## src/rtl/flag_pkg.sv

```systemverilog
// Shared definitions for the condition-flag unit: opcodes, flag bit positions,
// mask width and the branch-stall FSM state encoding.
package flag_pkg;

  localparam int MASK_W = 3;

  // Flag vector order is {Z,V,N}, matching the branch-condition encoding.
  localparam int FLAG_Z = 2;
  localparam int FLAG_V = 1;
  localparam int FLAG_N = 0;

  localparam logic [3:0] OP_ADD = 4'h0;
  localparam logic [3:0] OP_SUB = 4'h1;
  localparam logic [3:0] OP_XOR = 4'h2;
  localparam logic [3:0] OP_RED = 4'h3;
  localparam logic [3:0] OP_SLL = 4'h4;
  localparam logic [3:0] OP_SRA = 4'h5;
  localparam logic [3:0] OP_ROR = 4'h6;

  typedef logic [MASK_W-1:0] flag_vec_t;

  typedef logic [0:0] state_t;
  localparam state_t ST_IDLE = 1'b0;
  localparam state_t ST_WAIT = 1'b1;

endpackage

```

## src/rtl/flag_mask_decode.sv

```systemverilog
// Opcode to flag-update mask decode, {Z,V,N}. Purely combinational.
module flag_mask_decode
  import flag_pkg::*;
(
  input  logic [3:0]  opcode,
  output flag_vec_t   mask
);

  always_comb begin
    mask = '0;
    case (opcode)
      OP_ADD, OP_SUB: mask = 3'b111;
      OP_XOR, OP_RED, OP_SLL, OP_SRA, OP_ROR: begin
        mask          = '0;
        mask[FLAG_Z]  = 1'b1;
      end
      default: mask = '0;
    endcase
  end

endmodule

```

## src/rtl/flag_unit.sv

```systemverilog
// Condition-flag register with branch interlock and stall counter.
// Define FLAG_FWD_EN to forward same-cycle EX flags to a branch in ID.
module flag_unit
  import flag_pkg::*;
(
  input  logic        clk,
  input  logic        rst,
  input  logic        ex_valid,
  input  logic [3:0]  ex_opcode,
  input  logic [15:0] alu_result,
  input  logic        alu_ovfl,
  input  logic        stall_ex,
  input  logic        flush,
  input  logic        br_req,
  output logic [2:0]  flags_out,
  output logic        br_stall,
  output logic [15:0] stall_cnt,
  output state_t      fsm_state
);

  // Handshake: br_req asks for flags this cycle; br_stall=1 means flags_out is
  // not yet valid for it and ID/IF must hold. No other handshake exists here.

  flag_vec_t mask;
  flag_vec_t new_flags;
  flag_vec_t merged;
  flag_vec_t flags_q;
  state_t    state_q;
  state_t    state_d;
  logic      setter;
  logic      pending;
  logic      fwd;

  flag_mask_decode u_decode (
    .opcode (ex_opcode),
    .mask   (mask)
  );

  always_comb begin
    new_flags         = '0;
    new_flags[FLAG_Z] = (alu_result == 16'h0000);
    new_flags[FLAG_V] = alu_ovfl;
    new_flags[FLAG_N] = alu_result[15];
  end

  assign merged  = (new_flags & mask) | (flags_q & ~mask);
  assign pending = ex_valid & ~flush & (|mask);
  assign setter  = pending & ~stall_ex;

`ifdef FLAG_FWD_EN
  assign fwd = setter;
`else
  assign fwd = 1'b0;
`endif

  // Gated by rst so the outputs fall to zero the moment reset asserts.
  assign br_stall  = ~rst & br_req & pending & ~fwd;
  assign flags_out = rst ? 3'b000 : (fwd ? merged : flags_q);
  assign fsm_state = state_q;

  always_ff @(posedge clk or posedge rst) begin
    if (rst) begin
      flags_q <= '0;
    end else if (setter) begin
      flags_q <= merged;
    end
  end

  // WAIT only marks an ongoing stall episode; br_stall itself is combinational.
  always_comb begin
    state_d = state_q;
    case (state_q)
      ST_IDLE: if (br_stall) state_d = ST_WAIT;
      ST_WAIT: if (!pending) state_d = ST_IDLE;
      default: state_d = ST_IDLE;
    endcase
  end

  always_ff @(posedge clk or posedge rst) begin
    if (rst) begin
      state_q <= ST_IDLE;
    end else begin
      state_q <= state_d;
    end
  end

  always_ff @(posedge clk or posedge rst) begin
    if (rst) begin
      stall_cnt <= 16'h0000;
    end else if (br_stall && (stall_cnt != 16'hFFFF)) begin
      stall_cnt <= stall_cnt + 16'h0001;
    end
  end

endmodule

```

## config.mk

```make
export PLATFORM = sky130hd
export DESIGN_NAME = flag_unit
export DESIGN_NICKNAME = d
export VERILOG_FILES = /design/src/rtl/flag_pkg.sv /design/src/rtl/flag_mask_decode.sv /design/src/rtl/flag_unit.sv
export SDC_FILE = /design/constraint.sdc
export NUM_CORES = 1
export LEC_CHECK = 0
export ABC_AREA = 0
export CELL_PAD_IN_SITES_DETAIL_PLACEMENT = 1
export CELL_PAD_IN_SITES_GLOBAL_PLACEMENT = 1
export CORE_MARGIN = 5
export CORE_UTILIZATION = 30
export DETAILED_ROUTE_END_ITERATION = 7
export PLACE_DENSITY_LB_ADDON = 0.1
export SLEW_MARGIN = 20
export SYNTH_ARGS = -nofsm -noshare
export SYNTH_HDL_FRONTEND = slang
export SYNTH_HIERARCHICAL = 1
export SYNTH_SLANG_ARGS = --single-unit
```

## constraint.sdc

```tcl
create_clock -name clk -period 1.9 [get_ports clk]
set_input_delay 0.285 -clock clk [delete_from_list [all_inputs] [get_ports clk]]
set_output_delay 0.285 -clock clk [all_outputs]
set_load 0.1 [all_outputs]
```

==> metrics.txt, run 1 <==
VDD IR max 0.910 mV; worst-case headroom to the max-slew limit 0.762; leading cell types in the layout, fill and taps excluded buf_4, clkdlybuf4s50_1, nand2_1; critical path required time 2.16 ns; leading register cell type out of synthesis dfrtp_1; dominant combinational cell family by area after synthesis simple AND/OR/NAND/NOR gates; final number of setup-violating endpoints 0; weighted congestion reported at the end of routability-driven placement 0.723; net count after synthesis 126; final-layout worst hold slack 0.496 ns; number of port buffers 47; residual overflow from global routing 0; IO Pins 48; run status completed; shortest clock period the worst path allows after layout 1.82 ns; Hold Vio Cnt, Final 0; met3 wire length 182 um; detailed placer's ending HPWL 2560 um; worst stage delay on the critical path 0.53 ns; clock sink count 20; R2R setup slack 0.11 ns; adder and majority cell fraction of the synthesized area 0.0116; number of DRC markers in iteration 0 20; number of different library cells in the post-synthesis netlist 35; worst setup path class input port to flop; Buffers & Inverters on Critical Path 1; clock transition at the registers of the reported paths 0.13 ns; max-capacitance violation count 0; total via count after detailed routing 1039; initial cell density of the core 0.316; number of vias per cell after detailed routing 4.86; synthesized-area fraction occupied by and/or/nand/nor cells 0.298; fraction of final layout cells sized beyond drive strength 1 0.488; Synth Cell Area 1080 um2; highest achievable clock rate 0.550 GHz; first-pass GRT wire length 5310 um; number of cells traversed by the worst register-to-register path 6; multiplexer fraction of the synthesized cell area 0.0418; Floorplan Core Area 3420 um2; row count 21; endpoint of the worst-slack reg-to-reg timing path stall_cnt[9]; total track usage 0.133; maximum number of pins on one net before global-route repair 21; class of the tightest hold or removal check input port to asynchronous set/reset pin; final count of pins violating max slew 0; highest fanout seen on the critical path 4; max layer used met4; warning count from the yosys run 6; cell family with most CP delay simple AND/OR/NAND/NOR gates; Power Dens Cells 756 nW/um2; slew of the pin with the lowest slew margin 0.356 ns; clock buffers created by TritonCTS 3; skew final 0.0143 ns; library cell contributing the largest single delay on the critical path or4_4; Critical R2R Launch stall_cnt[3]; Area growth syn-to-layout 76.1%; level count of the clock H-tree 1; final routed DRC violation total 0; maximum clock path buffer count 2; TritonCTS clock tree yes; antenna diode instance count 0; die height 70.0 um; xor-xnor portion of the synthesized cell area 0.0974; clock latency at the later pin of the worst-skew pair 0.33 ns; Final Instance Count excl. Fillers 214; number of nets in the finished design 197; share of synthesized registers carrying an async set or reset 1.00; type of origin of the critical path input port; total negative slack for setup checks 0 ns; routed wire length on met2 1860 um; crit path cell chain clkdlybuf4s50_1 > and4bb_1 > nand2b_4 > or4_4 > nor3_2 > xor2_1; leakage power of the design 0.837 nW; CTS Root Buffer Type clkbuf_4; most common cell after layout, fill and taps aside buf_4; antenna violations before repair 0; total iterations of the first detailed-routing run 4; synthesized area per cell 11.0 um2; share of the clock period used by the worst path 0.956; Data arrival, critical path 2.07 ns; via count of the first global-routing pass 1115; crit path capture type flop; floorplan die area 4890 um2; complex-gate fraction of the synthesized area 0.0626; Seq/Total Area, Yosys 0.464; Placed Cells incl. Taps 205; met1 wire length 1220 um; width of the chip 70.0 um; count of mapped cells out of synthesis 98; number of flip-flops and latches in the synthesized netlist 20; post-route antenna net violation count 0; total length of routed wires 3300 um; Wirelength per Cell 15.4 um; number of enable flip-flop cells after synthesis 0
-- per-layer routing --
metal	GRT usage	vias to the layer above
met2	0.235	30
met3	0.0387	4
met1	0.153	508
met4	0.0426	0
li1	-	497
met5	0	-
-- worst max-delay path by stage --
stage,from,cells past startpoint,end,slack [ns]
finish,br_req,6,stall_cnt[15],0.08
global route,stall_cnt[2],5,stall_cnt[11],-0.002
CTS,ex_opcode[0],9,flop,0.03
detailed placement,ex_opcode[2],7,stall_cnt[15],-0.38
global placement,ex_opcode[2],7,stall_cnt[15],-0.28
floorplan,stall_cnt[7],5,stall_cnt[1],0.003
-- per-stage QoR --
step	area [um2]	util	power [W]	setup slack, ns
finish	1900	0.556	0.00144	0.0831
global route	1900	0.556	0.00150	-0.00223
CTS	1840	0.538	0.00143	0.0331
detailed placement	1760	0.516	0.00107	-0.378
global placement	1760	0.516	0.00106	-0.277
floorplan	1120	-	0.000890	0.00264
-- Yosys cell counts (all sizes together), types with 3 or more instances --
library cell | count | area, um2
dfrtp | 20 | 500
nand3 | 6 | 30.0
xnor2 | 6 | 52.6
nand4 | 3 | 18.8
nor3 | 5 | 40.0
nor2 | 3 | 11.3
nor4 | 5 | 37.5
mux2 | 4 | 45.0
nand2 | 10 | 37.5
xor2 | 6 | 52.6
and3 | 3 | 25.0
a31oi | 4 | 40.0
and2b | 3 | 26.3
-- area by class of cell --
| type | instances | area (um2) |
|---|---|---|
| fillers | 396 | 1520 |
| well taps | 46 | 57.6 |
| clock inverters | 1 | 30.0 |
| multi-input cells | 74 | 603 |
| clock buffers | 3 | 22.5 |
| repair buffers | 68 | 637 |
| flip-flops and latches | 20 | 538 |
| inverters | 2 | 11.3 |
-- logic make-up (layout without fill, tap and decap cells) --
group | after synthesis | after routing
flops | 20 | 20
buf+inv | 4 | 74
compound gates | 8 | 8
fa+ha+maj | 1 | 1
mux | 4 | 4
xor+xnor | 12 | 12
simple gates | 49 | 49
-- report_power, final --
group	total [W]	internal, W	switching, W
clock network	0.000364	0.000214	0.000151
logic	0.000538	0.000168	0.000370
registers	0.000534	0.000486	0.0000485
-- tightest hold or removal path, stage by stage --
cell and delay [ns]:
clkdlybuf4s50_1 0.41, buf_4 0.15, inv_1 0.09, buf_4 0.29
-- timing repair --
action / CTS / global route
pin swaps: 1 / 3
hold buffers: 0 / 0
gates resized for setup: 6 / 6
gates cloned: 0 / 0
setup endpoints to repair: 2 / 8
buffers inserted: 2 / 4
Note: power is estimated with default switching activity, not from simulation.
==> run 2, diff against run 1 <==
Settings changed: ABC_AREA 0 to unset, GPL_TIMING_DRIVEN set to 1.
==> results of run 2 <==
Final layout, timing and power as in run 1 (identical DEF).
==> run 3, diff against run 2 <==
Settings changed: SETUP_SLACK_MARGIN set to 0.1.
==> run 3 against run 2 <==
  * Clock-buffer cell count is 1 higher
  * Clock power is 29% lower
  * Combinational power grew 3%
  * Sequential share of layout area increased by 0.36 points
  * Clock skew shrank 0.0047 ns
  * Non-clock buffer count is 2 lower
  * Critical endpoint is now br_stall
==> metrics.txt, run 3 (synthesis gave the netlist of run 1 again) <==
width of the chip 70.0 um (unchanged); total iterations of the first detailed-routing run 4 (unchanged); row count 21 (unchanged); residual overflow from global routing 0 (unchanged); highest achievable clock rate 0.566 GHz (was 0.550 GHz); class of the tightest hold or removal check input port to asynchronous set/reset pin (unchanged); clock transition at the registers of the reported paths 0.13 ns (about the same); run status completed (unchanged); Data arrival, critical path 1.48 ns (was 2.07 ns); number of cells traversed by the worst register-to-register path 5 (was 6); Area growth syn-to-layout 75.5% (was 76.1%); first-pass GRT wire length 5640 um (was 5310 um); fin worst setup slack 0.134 ns (was 0.0831 ns); crit path capture type primary output (was flop); maximum clock path buffer count 2 (unchanged); worst stage delay on the critical path 0.23 ns (was 0.53 ns); leading cell types in the layout, fill and taps excluded buf_4, clkdlybuf4s50_1, nand2_1, dfrtp_4, dfrtp_2 (was buf_4, clkdlybuf4s50_1, nand2_1); number of DRC markers in iteration 0 13 (was 20); CTS Root Buffer Type clkbuf_4 (unchanged); share of the clock period used by the worst path 0.929 (was 0.956); Buffers & Inverters on Critical Path 5 (was 1); critical path required time 1.62 ns (was 2.16 ns); library cell contributing the largest single delay on the critical path dlygate4sd2_1 (was or4_4); area of all sequential standard cells 543 um2 (was 538 um2); type of origin of the critical path input port (unchanged); fraction of final layout cells sized beyond drive strength 1 0.548 (was 0.488); via count of the first global-routing pass 1195 (was 1115); weighted congestion reported at the end of routability-driven placement 0.732 (was 0.723); most common cell after layout, fill and taps aside buf_4 (unchanged); TritonCTS clock tree yes (unchanged); Layout fillers 389 (was 396); Wirelength per Cell 15.1 um (was 15.4 um); number of port buffers 47 (unchanged); Hold Vio Cnt, Final 0 (unchanged); antenna violations before repair 0 (unchanged); total length of routed wires 3200 um (was 3300 um); Post-Place Setup Slack -0.416 ns (was -0.378 ns); final number of setup-violating endpoints 0 (unchanged); leakage power of the design 0.799 nW (was 0.837 nW); number of nets in the finished design 195 (was 197); crit path cell chain dlygate4sd2_1 > a31oi_4 > nor3_4 > nand2b_4 > buf_6 > buf_4 > clkinvlp_4 > buf_12 (was clkdlybuf4s50_1 > and4bb_1 > nand2b_4 > or4_4 > nor3_2 > xor2_1); worst setup path class input port to primary output (was input port to flop); detailed placer's ending HPWL 2600 um (was 2560 um); Floorplan Core Area 3420 um2 (unchanged); total track usage 0.141 (was 0.133); RSZ-0062 raised after global routing yes; endpoint of the worst-slack reg-to-reg timing path stall_cnt[1] (was stall_cnt[9]); IO Pins 48 (unchanged); final count of pins violating max slew 0 (unchanged); Critical R2R Launch stall_cnt[8] (was stall_cnt[3]); post-route antenna net violation count 0 (unchanged); clock sink count 20 (unchanged); shortest clock period the worst path allows after layout 1.77 ns (was 1.82 ns); maximum number of pins on one net before global-route repair 21 (unchanged); highest fanout seen on the critical path 4 (unchanged); VDD IR max 0.855 mV (was 0.910 mV); worst-case headroom to the max-slew limit 0.795 (was 0.762); max-capacitance violation count 0 (unchanged); total via count after detailed routing 1016 (was 1039); die height 70.0 um (unchanged); floorplan die area 4890 um2 (unchanged); Power Dens Cells 713 nW/um2 (was 756 nW/um2); level count of the clock H-tree 1 (unchanged); skew final 0.00954 ns (was 0.0143 ns); number of vias per cell after detailed routing 4.79 (was 4.86); Power, Total 0.00135 W (was 0.00144 W); cell family with most CP delay buffers and inverters (was simple AND/OR/NAND/NOR gates); clock buffers created by TritonCTS 3 (unchanged); clock latency at the later pin of the worst-skew pair 0.31 ns (was 0.33 ns); final routed DRC violation total 0 (unchanged); initial cell density of the core 0.316 (unchanged); slew of the pin with the lowest slew margin 0.303 ns (was 0.356 ns); Setup crit start ex_opcode[0] (was br_req); R2R setup slack 0.14 ns (was 0.11 ns); antenna diode instance count 0 (unchanged); multi-input combinational cell area 636 um2 (was 603 um2)
==> run 3: cell count changes in the layout (fill, tap and decap cells not counted), moves of 2 or more <==
cell / delta
nor2_1: -2
clkdlybuf4s50_1: -4
clkbuf_2: +2
nor2_2: +2
buf_4: -4
dfrtp_4: +2
dfrtp_2: -2
dlygate4sd2_1: +2
buf_6: +2
==> run 3: timing repair <==
action,CTS,global route
buffers inserted,5,1
pin swaps,4,3
hold buffers,0,0
resized for setup,13,10
setup endpoints to repair,20,15
==> run 3: worst register-to-register path, stage by stage, from the launching register on <==
cell     delay (ns)
dfrtp_4        0.52
and4_4         0.22
and3_2         0.25
a31oi_4        0.24
buf_12         0.14
mux2_4         0.29
==> run 3: worst max-delay path by stage <==
stage | end | slack, ns | cells after the start
after floorplan | stall_cnt[4] | 0.01 | 6
after detailed placement | stall_cnt[10] | -0.42 | 9
after global placement | stall_cnt[15] | -0.34 | 7
final | br_stall | 0.13 | 8
after CTS | br_stall | 0.02 | 8
after global routing | br_stall | 0.08 | 8
==> run 3: per-stage QoR <==
step	instance area [um2]	utilization	hold WS, ns	cells	TNS (ns)
finish	1890	0.554	0.302	212	0
global route	1890	0.554	0.327	212	0
CTS	1880	0.551	0.310	211	0
detailed placement	1790	0.525	0.487	202	-6.68
global placement	1790	0.525	0.457	202	-5.20
floorplan	1190	-	0.257	98	0
==> run 3: final cells by class <==
| class | instances | area share |
|---|---|---|
| Multi-Input combinational cell | 74 | 0.336 |
| Inverter | 2 | 0.00595 |
| Clock buffer | 4 | 0.0192 |
| Timing Repair Buffer | 66 | 0.322 |
| Sequential cell | 20 | 0.287 |
| Tap cell | 46 | 0.0304 |
==> run 3: per-layer routing <==
layer  routed length [um]  global-route usage  vias up
li1                     -                   -      494
met1                 1300               0.160      495
met2                 1760               0.262       25
met3                  132              0.0287        2
met4                    9              0.0383        0
met5                    0                   0        -
==> run 3: power breakdown <==
part           internal (W)  switching [W]  total, W
Clock              0.000117       0.000140  0.000257
Combinational      0.000178       0.000375  0.000554
Sequential         0.000486      0.0000539  0.000540
Total              0.000781       0.000569   0.00135
